## config.mk

```make
export PLATFORM = sky130hd
export DESIGN_NAME = livello_logger
export DESIGN_NICKNAME = d
export VERILOG_FILES = /design/src/rtl/livello_logger.sv
export SDC_FILE = /design/constraint.sdc
export NUM_CORES = 1
export LEC_CHECK = 0
export BUFFER_PORTS_ARGS = -buffer_cell sky130_fd_sc_hd__buf_2
export CORE_ASPECT_RATIO = 1.4
export CORE_MARGIN = 2
export CORE_UTILIZATION = 50
export CTS_BUF_LIST = sky130_fd_sc_hd__clkbuf_16
export DETAILED_ROUTE_END_ITERATION = 8
export GPL_TIMING_DRIVEN = 0
export PLACE_DENSITY_LB_ADDON = 0.3
export SYNTH_ARGS = -nofsm -noshare
export SYNTH_HDL_FRONTEND = slang
export SYNTH_SLANG_ARGS = --single-unit
export TNS_END_PERCENT = 1
```

## constraint.sdc

```tcl
create_clock -name clk -period 3.6 [get_ports clk]
set_input_delay 0.36 -clock clk [delete_from_list [all_inputs] [get_ports clk]]
set_output_delay 0.36 -clock clk [all_outputs]
set_load 0.02 [all_outputs]
```

## src/rtl/livello_logger.sv

```systemverilog
// Level history logger: circular buffer of accepted levels with indexed read-back,
// peak tracking and a threshold FSM that clears the upstream counter and latches an alarm.
module livello_logger #(
    parameter int MAXB   = 9,
    parameter int DEPTH  = 8,
    parameter int AW     = 3,
    parameter int SOGLIA = 300
) (
    input  logic            clk,
    input  logic            rst,
    input  logic            sw,
    input  logic            enram,
    input  logic [MAXB-1:0] livello,
    input  logic            rd_req,
    input  logic [AW-1:0]   rd_idx,
    output logic [MAXB-1:0] rd_data,
    output logic            rd_valid,
    output logic [AW:0]     count,
    output logic            full,
    output logic [MAXB-1:0] peak,
    output logic            clear,
    output logic            alarm,
    input  logic            ack
);

    localparam logic [1:0]      S_IDLE   = 2'd0;
    localparam logic [1:0]      S_FIRE   = 2'd1;
    localparam logic [1:0]      S_ALARM  = 2'd2;
    localparam logic [AW:0]     CNT_FULL = (AW+1)'(DEPTH);
    localparam logic [MAXB-1:0] THR      = MAXB'(SOGLIA);

    logic [MAXB-1:0] r_mem [DEPTH];
    logic [AW-1:0]   r_wptr;
    logic [AW:0]     r_count;
    logic [MAXB-1:0] r_peak;
    logic [MAXB-1:0] r_rd_data;
    logic            r_rd_valid;
    logic [1:0]      r_state;
    logic            r_clear;
    logic            r_alarm;

    logic            w_flush;
    logic            w_wr;
    logic            w_rd;
    logic [AW-1:0]   w_rd_addr;
    logic            w_rd_hit;
    logic [1:0]      w_state_nxt;

    assign w_flush = rst | ~sw;
    assign w_wr    = enram & sw & ~rst;
    assign w_rd    = rd_req & sw;

    // Age index to physical slot, relative to the pre-write pointer
    always_comb begin
        w_rd_addr = r_wptr - AW'(1) - rd_idx;
        w_rd_hit  = ({1'b0, rd_idx} < r_count);
    end

    // Threshold FSM next-state; only IDLE can fire, so writes during FIRE/ALARM never re-trigger
    always_comb begin
        w_state_nxt = r_state;
        case (r_state)
            S_IDLE: begin
                if (w_wr && (livello >= THR)) begin
                    w_state_nxt = S_FIRE;
                end else begin
                    w_state_nxt = S_IDLE;
                end
            end
            S_FIRE: begin
                w_state_nxt = S_ALARM;
            end
            S_ALARM: begin
                if (ack) begin
                    w_state_nxt = S_IDLE;
                end else begin
                    w_state_nxt = S_ALARM;
                end
            end
            default: begin
                w_state_nxt = S_IDLE;
            end
        endcase
    end

    // History storage; contents are left unreset since count gates visibility
    always_ff @(posedge clk) begin
        if (w_wr) begin
            r_mem[r_wptr] <= livello;
        end
    end

    // Control state: pointer, occupancy, peak, read port and FSM outputs
    always_ff @(posedge clk) begin
        if (w_flush) begin
            r_wptr     <= '0;
            r_count    <= '0;
            r_peak     <= '0;
            r_rd_data  <= '0;
            r_rd_valid <= 1'b0;
            r_state    <= S_IDLE;
            r_clear    <= 1'b0;
            r_alarm    <= 1'b0;
        end else begin
            if (w_wr) begin
                r_wptr <= r_wptr + AW'(1);
                if (r_count != CNT_FULL) begin
                    r_count <= r_count + (AW+1)'(1);
                end
                if (livello > r_peak) begin
                    r_peak <= livello;
                end
            end
            r_rd_valid <= w_rd;
            if (w_rd) begin
                r_rd_data <= w_rd_hit ? r_mem[w_rd_addr] : '0;
            end
            r_state <= w_state_nxt;
            r_clear <= (w_state_nxt == S_FIRE);
            r_alarm <= (w_state_nxt != S_IDLE);
        end
    end

    assign rd_data  = r_rd_data;
    assign rd_valid = r_rd_valid;
    assign count    = r_count;
    assign full     = (r_count == CNT_FULL);
    assign peak     = r_peak;
    assign clear    = r_clear;
    assign alarm    = r_alarm;

endmodule

```

==> flow_metrics.py <==
metrics = {
    "status": {
        "status": "complete, no violations",
    },
    "clock_network": {
        "clk_path_buf_depth": 2,
        "clkSlewWorstSetupHoldPaths_ns": 0.06,
        "cts_resized": 0,
        "cts_buffers": 9,
        "cts_hold_buf": 0,
        "cts_tree": "done",
        "worst_skew_pair.late_latency_ns": 0.34,
        "postCtsSetupRepairBufs": 0,
        "htreeDepth": 3,
        "cts_root_buf": "clkbuf_16",
        "cts_sinks": 102,
    },
    "routing": {
        "drtIter0Drc": 272,
        "drc": 0,
        "finalWirelength_mm": 8.07,
        "drtPass1Iterations": 4,
        "vias": 2547,
        "ant_nets": 0,
        "wl_per_cell_um": 17.4,
        "via_per_inst": 5.50,
    },
    "floorplanning": {
        "ioPinCount": 44,
        "dieHeight_um": 115,
        "rows": 40,
        "die_x_um": 83.1,
        "start_util": 0.512,
        "core-area_mm2": 0.00856,
        "dieArea_mm2": 0.00953,
    },
    "sta": {
        "fin_skew_ns": 0.00818,
        "hold_violations": 0,
        "post-route-period-util": 0.779,
        "rsz0062_at_grt": "no",
        "setup-violations-final": 0,
        "worst_pin_slew_ns": 0.972,
        "period_needed_ns": 2.80,
        "relSlewSlack": 0.349,
        "fmax_mhz": 357,
        "finalMaxSlewViolations": 0,
        "fin_setup_tns_ns": 0,
        "timing.hold.ws_ns": 0.286,
    },
    "logic_synthesis": {
        "yosysUniqueCellTypes": 34,
        "syn_inst": 296,
        "ys_warn_count": 0,
        "ys_seq_area_frac": 0.631,
        "synth_seq_cells": 102,
        "syn_area_per_cell_um2": 14.8,
        "syn_area_mm2": 0.00438,
        "synth.net_count": 330,
    },
    "critical_path": {
        "cp_data_arrival_time_ns": 3.00,
        "end_kind": "flip-flop",
        "crit_required_ns": 3.80,
        "start_kind": "flip-flop",
        "cp_max_fo": 10,
        "critical_path_class": "reg -> reg",
    },
    "place": {
        "place.gp.congestion": 0.776,
        "post_dp_cell_area_mm2": 0.00478,
        "portBuffers": 43,
        "hpwlAfterDp_mm": 5.93,
    },
    "layout": {
        "fin_nets": 387,
        "design_area_mm2": 0.00507,
        "syn_to_final_growth_pct": 15.7,
        "diodes": 0,
        "drive_gt1_frac": 0.229,
    },
    "grt": {
        "grt_max_degree": 16,
        "grt_pass1_wl_mm": 13.0,
        "antenna_found_initial": 0,
        "grt.total_usage": 0.181,
        "grt_pass1_vias": 2442,
        "gr-total-overflow": 0,
    },
    "power": {
        "p_per_area_mw_per_mm2": 467,
        "ir_worst_vdd_mv": 0.309,
        "power_uw": 2370,
        "cellLeakagePower_uw": 0.00183,
    },
    "flow_run": {
        "drv_cap": 0,
    },
    "worst_hold_path": {
        "hold_path.class": "in -> reg",
    },
}
## power by group
part	internal [µW]	leakage, µW	switching (µW)	total (µW)
Clock	526	0.000139	385	912
Combinational	81.3	0.000800	104	185
Sequential	1260	0.000891	5.43	1270
## path summary, 6_finish.rpt
| path | startpoint | to | slack (ns) | cells after the start |
|---|---|---|---|---|
| max | r_wptr[0] | rd_data[4] | 0.80 | 8 |
| min | rd_req | rd_valid | 0.29 | 2 |
| max reg2reg | r_wptr[0] | rd_data[4] | 0.80 | 8 |
| min reg2reg | rd_data[8] | rd_data[8] | 0.45 | 2 |
## sequential cells by signal, summed over array words and instances, names as in the netlist
name,flops
count,4
r_mem,72
r_state,2
r_wptr,3
rd_valid,1
clear,1
peak,9
rd_data,9
alarm,1
## area by class of cell
class	count	area, µm²
clock buffers	9	225
multi-input cells	167	1540
plain buffers	12	63.8
fillers	669	3490
well taps	105	131
inverters	15	56.3
repair buffers	46	238
clock inverters	7	55.1
flip-flops and latches	102	2760
## kinds of logic after synthesis
| family | after synthesis | share of synthesized area |
|---|---|---|
| flops | 102 | 0.631 |
| simple gates | 64 | 0.0697 |
| compound gates | 52 | 0.0751 |
| mux | 29 | 0.136 |
| buf+inv | 27 | 0.0274 |
| fa+ha+maj | 16 | 0.0474 |
| xor+xnor | 6 | 0.0137 |
## layer usage
metal / track usage / wire length, µm / part of all wire
met3: 0.0459 / 316 / 0.039
met2: 0.317 / 4280 / 0.53
met1: 0.224 / 3410 / 0.42
met5: 0 / 0 / 0
met4: 0.0557 / 63 / 0.0078
## critical path, cell delays in order (launching register included)
cell and delay [ns]:
dfxtp_1 0.40, ha_1 0.24, fa_1 0.48, clkbuf_1 0.40, buf_2 0.35, mux4_1 0.33
mux2_2 0.29, o211ai_1 0.09, a21oi_1 0.08
## cells in the mapped netlist, drive strengths merged
master / count / area (µm²)
xor2: 3 / 26.3
nor2b: 1 / 6.26
clkbuf: 6 / 22.5
ha: 15 / 188
o21ai: 11 / 55.1
a21oi: 24 / 124
nand2b: 5 / 31.3
o211ai: 9 / 67.6
nand4: 4 / 25.0
xnor2: 3 / 33.8
edfxtp: 72 / 2160
mux4: 18 / 473
fa: 1 / 20.0
nand2: 17 / 63.8
and2: 2 / 12.5
a2111oi: 1 / 27.5
inv: 15 / 56.3
a2111o: 1 / 11.3
o22ai: 1 / 6.26
a211oi: 2 / 15.0
mux2: 9 / 101
a21o: 3 / 22.5
mux2i: 2 / 20.0
nor2: 13 / 48.8
nand3: 13 / 65.1
nor3: 5 / 25.0
buf: 6 / 41.3
dfxtp: 30 / 601
and4: 1 / 8.76
nor4: 3 / 18.8
## layout by cell type, fill, tap and decap left out, types with 9 or more instances in the layout
| master | synthesis | routed |
|---|---|---|
| edfxtp_1 | 72 | 72 |
| buf_2 | 3 | 46 |
| dfxtp_1 | 30 | 30 |
| a21oi_1 | 23 | 23 |
| mux4_1 | 18 | 18 |
| nand2_1 | 17 | 17 |
| inv_1 | 15 | 15 |
| ha_1 | 15 | 15 |
| nand3_1 | 13 | 13 |
| nor2_1 | 13 | 13 |
| o21ai_0 | 11 | 11 |
| mux2_2 | 9 | 9 |
| o211ai_1 | 9 | 9 |
| clkbuf_16 | 0 | 9 |
## stage by stage
step	std cells	worst slack [ns]	utilization
after floorplan	296	1.24	-
after global placement	444	0.588	0.552
after detailed placement	447	0.712	0.559
after CTS	463	0.760	0.592
after global routing	463	0.598	0.592
final	463	0.797	0.592
Power figures use the tool's default switching activity.
